===== config.mk =====
export PLATFORM = sky130hd
export DESIGN_NAME = pc_gen
export DESIGN_NICKNAME = d
export VERILOG_FILES = /design/src/rtl/pc_gen_pkg.sv /design/src/rtl/pc_next_sel.sv /design/src/rtl/pc_gen.sv
export SDC_FILE = /design/constraint.sdc
export NUM_CORES = 1
export LEC_CHECK = 0
export ABC_AREA = 1
export CAP_MARGIN = 20
export CORE_ASPECT_RATIO = 1.4
export CORE_MARGIN = 4
export CORE_UTILIZATION = 45
export DETAILED_ROUTE_END_ITERATION = 10
export GPL_TIMING_DRIVEN = 1
export PLACE_DENSITY_LB_ADDON = 0.12
export SLEW_MARGIN = 5
export SYNTH_ARGS = -nofsm -noshare
export SYNTH_HDL_FRONTEND = slang
export SYNTH_SLANG_ARGS = --single-unit

===== constraint.sdc =====
create_clock -name clk -period 1.8 [get_ports clk]
set_input_delay 0.36 -clock clk [delete_from_list [all_inputs] [get_ports clk]]
set_output_delay 0.36 -clock clk [all_outputs]
set_load 0.02 [all_outputs]

===== src/rtl/pc_gen_pkg.sv =====
// Shared types and default constants for the program-counter generator.
// The reset address and hold threshold here are the defaults used by pc_gen.
package pc_gen_pkg;

    typedef enum logic [1:0] {
        S_BOOT = 2'd0,
        S_RUN  = 2'd1,
        S_HALT = 2'd2
    } pcg_state_t;

    localparam logic [31:0] CPU_RESET_ADDR = 32'h0000_0000;
    localparam int          HOLD_PC        = 1;

endpackage


===== src/rtl/pc_next_sel.sv =====
// Combinational next-PC priority mux with jump-target alignment check.
// A misaligned jump is diverted to the trap vector and flagged.
module pc_next_sel #(
    parameter int ADDR_W        = 32,
    parameter int STEP          = 4,
    parameter int HOLD_W        = 3,
    parameter int HOLD_PC_LEVEL = 1
) (
    input  logic [ADDR_W-1:0] pc,
    input  logic              redirect_en,
    input  logic              advance,
    input  logic              trap_flag,
    input  logic [ADDR_W-1:0] trap_addr,
    input  logic              jump_flag,
    input  logic [ADDR_W-1:0] jump_addr,
    input  logic [HOLD_W-1:0] hold_flag,
    output logic [ADDR_W-1:0] next_pc,
    output logic              redirect,
    output logic              misalign
);

    localparam logic [ADDR_W-1:0] ALIGN_MASK = ADDR_W'(STEP - 1);

    logic jump_aligned;
    assign jump_aligned = (jump_addr & ALIGN_MASK) == '0;

    // Redirects outrank hold and backpressure; a trap always beats a jump.
    always_comb begin
        next_pc  = pc;
        redirect = 1'b0;
        misalign = 1'b0;
        if (redirect_en && trap_flag) begin
            next_pc  = trap_addr;
            redirect = 1'b1;
        end else if (redirect_en && jump_flag && jump_aligned) begin
            next_pc  = jump_addr;
            redirect = 1'b1;
        end else if (redirect_en && jump_flag) begin
            next_pc  = trap_addr;
            redirect = 1'b1;
            misalign = 1'b1;
        end else if (hold_flag >= HOLD_W'(HOLD_PC_LEVEL)) begin
            next_pc = pc;
        end else if (advance) begin
            next_pc = pc + ADDR_W'(STEP);
        end
    end

endmodule


===== src/rtl/pc_gen.sv =====
// Program-counter generator: boot/run/halt FSM with a valid/ready fetch handshake.
// Next-PC selection lives in pc_next_sel; all outputs here are registered.
module pc_gen
    import pc_gen_pkg::*;
#(
    parameter int                ADDR_W        = 32,
    parameter logic [ADDR_W-1:0] RESET_ADDR    = ADDR_W'(CPU_RESET_ADDR),
    parameter int                STEP          = 4,
    parameter int                HOLD_W        = 3,
    parameter int                HOLD_PC_LEVEL = HOLD_PC
) (
    input  logic              clk,
    input  logic              rst,
    input  logic              jtag_reset_flag,
    input  logic              jtag_halt_req,
    input  logic              trap_flag,
    input  logic [ADDR_W-1:0] trap_addr,
    input  logic              jump_flag,
    input  logic [ADDR_W-1:0] jump_addr,
    input  logic [HOLD_W-1:0] hold_flag,
    input  logic              fetch_ready,
    output logic [ADDR_W-1:0] pc_o,
    output logic              pc_valid_o,
    output logic              redirect_o,
    output logic              misalign_o,
    output logic              halted_o
);

    pcg_state_t        state;
    logic [ADDR_W-1:0] next_pc;
    logic              sel_redirect;
    logic              sel_misalign;
    logic              advance;
    logic              redirect_en;

    assign advance     = (state == S_RUN) && pc_valid_o && fetch_ready;
    assign redirect_en = (state != S_BOOT);

    pc_next_sel #(
        .ADDR_W        (ADDR_W),
        .STEP          (STEP),
        .HOLD_W        (HOLD_W),
        .HOLD_PC_LEVEL (HOLD_PC_LEVEL)
    ) u_next_sel (
        .pc          (pc_o),
        .redirect_en (redirect_en),
        .advance     (advance),
        .trap_flag   (trap_flag),
        .trap_addr   (trap_addr),
        .jump_flag   (jump_flag),
        .jump_addr   (jump_addr),
        .hold_flag   (hold_flag),
        .next_pc     (next_pc),
        .redirect    (sel_redirect),
        .misalign    (sel_misalign)
    );

    // A redirect in RUN keeps us running even with a halt request pending;
    // in HALT a redirect moves the PC but the block stays halted.
    always_ff @(posedge clk) begin
        if (!rst || jtag_reset_flag) begin
            state      <= S_BOOT;
            pc_o       <= RESET_ADDR;
            pc_valid_o <= 1'b0;
            redirect_o <= 1'b0;
            misalign_o <= 1'b0;
            halted_o   <= 1'b0;
        end else begin
            pc_o       <= next_pc;
            redirect_o <= sel_redirect;
            misalign_o <= sel_misalign;
            case (state)
                S_BOOT: begin
                    state      <= S_RUN;
                    pc_valid_o <= 1'b1;
                    halted_o   <= 1'b0;
                end
                S_RUN: begin
                    if (jtag_halt_req && !sel_redirect) begin
                        state      <= S_HALT;
                        pc_valid_o <= 1'b0;
                        halted_o   <= 1'b1;
                    end
                end
                S_HALT: begin
                    if (!jtag_halt_req) begin
                        state      <= S_RUN;
                        pc_valid_o <= 1'b1;
                        halted_o   <= 1'b0;
                    end
                end
                default: begin
                    state      <= S_BOOT;
                    pc_valid_o <= 1'b0;
                    halted_o   <= 1'b0;
                end
            endcase
        end
    end

endmodule


==> results of run 1 <==
==> state kept, by name, summed over array words and instances (netlist names) <==
| signal | cells |
|---|---|
| state | 1 |
| pc_o | 32 |
| pc_valid_o | 1 |
| halted_o | 1 |
| redirect_o | 1 |
| misalign_o | 1 |
==> kinds of logic after synthesis <==
group,count (synthesis),synth area share [%]
simple gates,316,47.00
compound gates,88,16.51
buf+inv,64,10.03
flops,37,25.72
xor+xnor,1,0.3041
fa+ha+maj,1,0.4343
==> timing repair <==
| item | 4_1_cts | 5_1_grt |
|---|---|---|
| pin swaps | 0 | 0 |
| resized for setup | 1 | 10 |
| endpoints found under the setup margin | 1 | 12 |
| buffers inserted | 0 | 0 |
| cloned | 0 | 0 |
==> worst register-to-register path, stage by stage (launching register included) <==
cell and delay [ns]:
dfxtp_1 0.35, ha_1 0.18, nand3_1 0.17, nor2_1 0.21, nand3_1 0.16, nor2_2 0.20, nand2_1 0.07, o211ai_1 0.08
a21oi_1 0.08
==> path summary, 6_finish.rpt <==
| check | start | endpoint | slack [ns] | cells past startpoint |
|---|---|---|---|---|
| worst min register to register | halted_o | halted_o | 0.48 | 2 |
| worst min-delay path | halted_o | halted_o | 0.48 | 2 |
| worst max-delay path | pc_o[15] | pc_o[15] | 0.03 | 1 |
| worst max register to register | pc_o[2] | pc_o[18] | 0.19 | 8 |
==> cells in the mapped netlist, types with 5 or more instances <==
cell type,count
a21oi_1,36
a31oi_1,5
buf_4,7
dfxtp_1,37
inv_1,46
nand2_1,176
nand2_2,6
nand3_1,29
nand3b_1,8
nand4_1,6
nor2_1,77
o21ai_0,35
==> metal layers <==
metal / global-route usage [%] / up-vias / routed length (um)
met4: 10.09 / 0 / 229
li1: - / 1894 / -
met2: 50.23 / 126 / 5286
met5: 0 / - / 0
met3: 4.293 / 25 / 614
met1: 28.67 / 1701 / 3976
==> final cells by class <==
| cell class | count | area share, % |
|---|---|---|
| clock buffer | 8 | 1.831 |
| inverter | 48 | 4.176 |
| multi-input combinational | 406 | 42.48 |
| sequential | 37 | 16.93 |
| tap | 72 | 2.059 |
| timing repair buffer | 141 | 32.52 |
==> per-stage QoR <==
step | total power (W) | instances | hold WS, ns | utilization, %
2_1_floorplan | 0.001155 | 507 | 0.4393 | -
3_3_place_gp | 0.001484 | 704 | 0.4543 | 68.76
3_5_place_dp | 0.001493 | 704 | 0.4617 | 68.76
4_1_cts | 0.002063 | 712 | 0.4749 | 70.02
5_1_grt | 0.002149 | 712 | 0.4924 | 70.43
6_report | 0.002056 | 712 | 0.4776 | 70.43
==> power groups by stage <==
stage                     combinational [W]  clock (W)  sequential (W)
after floorplan                    0.000225          0        0.000930
after global placement             0.000581          0        0.000903
after detailed placement           0.000590          0        0.000904
after CTS                          0.000591   0.000586        0.000885
after global routing               0.000641   0.000618        0.000890
final                              0.000589   0.000581        0.000886
==> metrics.txt, run 1 <==
setup violators final=0; Reg clk slew, reported paths=0.08 ns; EDFF count, synth=0; VDD IR max=0.0003098 V; Seq cells post-synth=37; antenna viol nets, final=0; wire length per cell=14.19 um; clock latency on the worst-skew pair=0.29 ns; Post-route DRC=0; Sink Count=37; library cells used by synthesis=34; crit-path cells=clkdlybuf4s50_1; multi-input logic area=0.001858 sq mm; post-synthesis sequential area ratio=25.72%; Main synth FF type=dfxtp_1; pin count of the biggest net entering global routing=26; row cnt=34; clock share of power=28.3%; Critical Path RT=1.44 ns; first-pass GRT wire length=16,210 um; gp weighted congestion=0.9314; # nets final=714; Synth area leaders=dfxtp_1 26%, nand2_1 23%, nor2_1 10%; Max-slew headroom=75.80%; Cell Int Power=0.001443 W; number of global-route vias before repair=3,704; fin crit share=98.43%; Worst path slowest cell=clkdlybuf4s50_1; fill count=574; post-DP HPWL=8040 um; Critical Path Sink Type=output pin; drt first pass iters=4; Via density=5.261; DRT iter0 DRCs=195; commonest non-fill, non-tap cell in the layout=nand2_1; area leader, netlist=dfxtp_1; register area=740.7 sq um; combinational fraction of design power=28.6%; Initial Util=46.37%; Leakage Power=1.814 nW; sequential share of power=43.1%; Critical Path Max Stage Delay=0.66 ns; Yosys warning count=0; CTS Buf Count=5; async set or reset register ratio after synthesis=0%; setup slack at placement=-0.06026 ns; crit path max fanout=6; Mapped Nets=582; share of layout cells above drive strength 1=8.906%; H-tree depth=2; CTS Root Cell=clkbuf_8; antenna diode count=0; hold_buf cts=0; final hold vios=0; CTS tree=yes; outcome=finished clean; NetSw=0.0006127 W; Pwr Density=470.0 mW/mm^2; HP Class=register to register; GRT overflow=0; worst path bufs/invs=1; most frequent cells in the layout=176 x nand2_1, 101 x clkdlybuf4s50_1, 74 x nor2_1, 46 x inv_1, 37 x dfxtp_1; DP Area=0.004270 sq mm; CP top delay family=buffers and inverters; I/O pins=110; Max Clock Skew=0.006897 ns; Core Area=0.006211 sq mm; DR vias=3,746; slack of the critical path=0.02824 ns; RSZ-0062 raised after global routing=no; CP Class=register to output pin; clk buf depth=2; Max Cap Viol=0; Die X=75.62 um; initial antenna violation count=0; cell count after synthesis=507; Slew Viols, Final=0; Total GRT Usage=26.61%; crit start category=register; PortBufs=109; Area Growth Syn to Fin=51.87%; Final min period=1.772 ns; Max Fclk=0.5644 GHz; Synth top area share=25.72%; Final Cell Area=0.004374 sq mm; Synth Area per Inst=5.681 sq um; DIE AREA=0.007763 sq mm; final wirelength=10,110 um; Slew @ Worst Pin=0.3616 ns; setup TNS=0 ns; WP data arrival=1.41 ns; mapped cell area=0.002880 sq mm; switch share=29.80%; die extent in y=102.7 um
Power figures use the tool's default switching activity.
==> run 2: changes to the inputs <==
CTS_BUF_LIST = sky130_fd_sc_hd__clkbuf_16   (was not set)
MAX_ROUTING_LAYER = met4   (was not set)
==> metrics.txt, run 2 (synthesis results as in run 1) <==
PortBufs=109; Area Growth Syn to Fin=54.13%; Post-route DRC=0; Slew @ Worst Pin=0.3553 ns; crit-path cells=clkdlybuf4s50_1; H-tree depth=2; CTS tree=yes; CTS Root Cell=clkbuf_16; crit path max fanout=7; Max Fclk=0.5715 GHz; Max Clock Skew=0.004158 ns; setup violators final=0; Reg clk slew, reported paths=0.06 ns; placed cell count=703; I/O pins=110; Max Cap Viol=0; # nets final=713; WP data arrival=1.39 ns; crit start category=register; VDD IR max=0.0005078 V; gp weighted congestion=0.9477; Slew Viols, Final=0; Final Core Density=71.47%; fin crit share=97.21%; RSZ-0062 raised after global routing=yes; Initial Util=46.37%; CP top delay family=buffers and inverters; GRT overflow=0; drt first pass iters=4; Setup Fix Bufs, Post-CTS=0; Leakage Power=1.817 nW; Core Area=0.006211 sq mm; HP Class=register to register; Pwr Density=554.1 mW/mm^2; CTS Buf Count=5; Total GRT Usage=26.71%; antenna viol nets, final=0; DRT iter0 DRCs=191; number of global-route vias before repair=3,500; Worst path slowest cell=clkdlybuf4s50_1; share of layout cells above drive strength 1=8.607%; initial antenna violation count=0; Design Power=0.002460 W; Critical Path Sink Type=output pin; outcome=finished clean; antenna diode count=0; DIE AREA=0.007763 sq mm; Via density=5.158; first-pass GRT wire length=15,610 um; pin count of the biggest net entering global routing=23; largest register by flop count=pc_o; Worst Hold Slack=0.4694 ns; post-DP HPWL=7764 um; Die X=75.62 um; most frequent cells in the layout=176 x nand2_1, 103 x clkdlybuf4s50_1, 76 x nor2_1, 47 x inv_1, 37 x dfxtp_1; clk buf depth=2; wire length per cell=13.86 um; Max-slew headroom=76.23%; die extent in y=102.7 um; Critical Path RT=1.44 ns; final wirelength=9854 um; row cnt=34; Critical Path Max Stage Delay=0.67 ns; Sink Count=37; CP Class=register to output pin; Final min period=1.750 ns; Final Non-Filler Cells=711; clock latency on the worst-skew pair=0.28 ns; DR vias=3,667; max reg flops=32; final hold vios=0; commonest non-fill, non-tap cell in the layout=nand2_1; worst path bufs/invs=1
## run 2: metrics by stage
stage / area, sq um / worst slack [ns] / TNS [ns]
after floorplan: 2880 / 0.1009 / 0
after global placement: 4263 / 0.002883 / 0
after detailed placement: 4263 / -0.04850 / -0.3536
after CTS: 4424 / 0.01233 / 0
after global routing: 4439 / -0.01213 / -0.02070
final: 4439 / 0.05014 / 0
## run 2: power breakdown
group	total, W	internal, W	switching [W]
sequential	0.000888	0.000848	0.0000395
clock	0.000991	0.000644	0.000347
combinational	0.000581	0.000318	0.000263
## run 2: routing by layer
layer | GRT usage [%] | wire, um
met3 | 4.195 | 514
met5 | - | 0
met1 | 28.97 | 3963
met4 | 8.748 | 185
met2 | 48.44 | 5191
## run 2: path summary, 6_finish.rpt
kind	start	to	slack, ns	depth (start not counted)
worst max register to register	pc_o[2]	pc_o[18]	0.18	8
worst max-delay path	pc_o[11]	pc_o[11]	0.05	1
worst min-delay path	halted_o	halted_o	0.47	2
worst min register to register	halted_o	halted_o	0.47	2
## run 2: area by class of cell
class                   count  area [sq um]
clock buffers               5         125.1
repair buffers            140          1410
flip-flops and latches     37         740.7
inverters                  48         182.7
well taps                  72         90.09
clock inverters             3         37.54
multi-input cells         406          1853
fillers                   582          1772
## run 2: repair_timing
action,CTS,global route
gates resized for setup,1,6
endpoints found under the setup margin,1,10
hold buffers,0,0
pin swaps,0,0
==> run 3: changes to the inputs <==
RECOVER_POWER = 25   (was not set)
==> metrics.txt, run 3 (synthesis results as in run 1) <==
drt first pass iters=4; PortBufs=109; most frequent cells in the layout=178 x nand2_1, 99 x clkdlybuf4s50_1, 76 x nor2_1, 47 x inv_1, 37 x dfxtp_1; CTS Root Cell=clkbuf_16; M1 WL=3935 um; HP Class=register to register; Via density=5.152; DR WL met3=525 um; Critical Path RT=1.44 ns; gp weighted congestion=0.9477; CP Class=register to output pin; Total GRT Usage=26.71%; # nets final=713; DRT iter0 DRCs=189; crit start category=register; Top Layer Used=met4; fill count=594; antenna diode count=0; commonest non-fill, non-tap cell in the layout=nand2_1; crit-path cells=clkdlybuf4s50_1; Area Growth Syn to Fin=52.65%; Max Clock Skew=0.004289 ns; Worst path slowest cell=clkdlybuf4s50_1; row cnt=34; Critical Path Max Stage Delay=0.65 ns; RSZ-0062 raised after global routing=yes; DP Area=0.004263 sq mm; VDD IR max=0.0005092 V; Final min period=1.747 ns; Sink Count=37; largest register by flop count=pc_o; Max-slew headroom=76.70%; WP data arrival=1.39 ns; worst path bufs/invs=1; Initial Util=46.37%; Max Cap Viol=0; share of layout cells above drive strength 1=8.294%; Design Power=0.002454 W; Post-route DRC=0; first-pass GRT wire length=15,610 um; Die X=75.62 um; die extent in y=102.7 um; I/O pins=110; Worst Setup SP=pc_o[16]; wire length on met2=5186 um; setup violators final=0; Final Cell Area=0.004397 sq mm; clock latency on the worst-skew pair=0.28 ns; r2r startpoint=pc_valid_o; Leakage Power=1.743 nW; GRT overflow=0; DIE AREA=0.007763 sq mm; CTS Buf Count=5; Reg clk slew, reported paths=0.06 ns; final wirelength=9832 um; Max Fclk=0.5724 GHz; antenna viol nets, final=0; wire length per cell=13.83 um; hold path start=halted_o; crit path max fanout=6; max reg flops=32; H-tree depth=2; outcome=finished clean; clk buf depth=2; fin crit share=97.05%; Slew @ Worst Pin=0.3483 ns; Critical Path Sink Type=output pin; Core Area=0.006211 sq mm; post-DP HPWL=7764 um; CP top delay family=buffers and inverters; CTS tree=yes; pin count of the biggest net entering global routing=23; Setup Fix Bufs, Post-CTS=0; number of global-route vias before repair=3,500; DR vias=3,663; Slew Viols, Final=0; Worst Hold Slack=0.4694 ns; initial antenna violation count=0; hold_buf cts=0; Pwr Density=558.1 mW/mm^2; final hold vios=0
-- run 3: repair_timing --
action,CTS,global route
pin swaps,0,0
resized for setup,1,6
setup endpoints to repair,1,10
-- run 3: metal layers --
metal,track usage [%],vias to the layer above
li1,-,1902
met1,28.97,1639
met2,48.44,107
met3,4.195,15
met4,8.748,0
met5,-,-
-- run 3: area by class of cell --
cell class	instances	area, sq um	area share, %
inverters	48	182.7	4.155
clock inverters	3	37.54	0.8537
flip-flops and latches	37	740.7	16.85
clock buffers	5	125.1	2.846
multi-input cells	406	1848	42.03
well taps	72	90.09	2.049
repair buffers	140	1373	31.22
-- run 3: final timing paths --
path	slack, ns	cells after the start	to
worst max-delay path	0.05	1	pc_o[16]
worst min-delay path	0.47	2	halted_o
worst max register to register	0.17	7	pc_o[5]
worst min register to register	0.47	2	halted_o
-- run 3: report_power, final --
part / switching (W) / internal [W] / leakage (nW)
combinational: 0.000262 / 0.000312 / 1.36
clock: 0.000349 / 0.000644 / 0.0826
sequential: 0.0000395 / 0.000848 / 0.300
-- run 3: stage by stage --
stage                     utilization, %  setup TNS, ns  setup slack (ns)  cells
after global routing               70.79       -0.02070          -0.01213    711
after floorplan                        -              0            0.1009    507
after detailed placement           68.63        -0.3536          -0.04850    703
after global placement             68.63              0          0.002883    703
final                              70.79              0           0.05303    711
after CTS                          71.23              0           0.01233    711
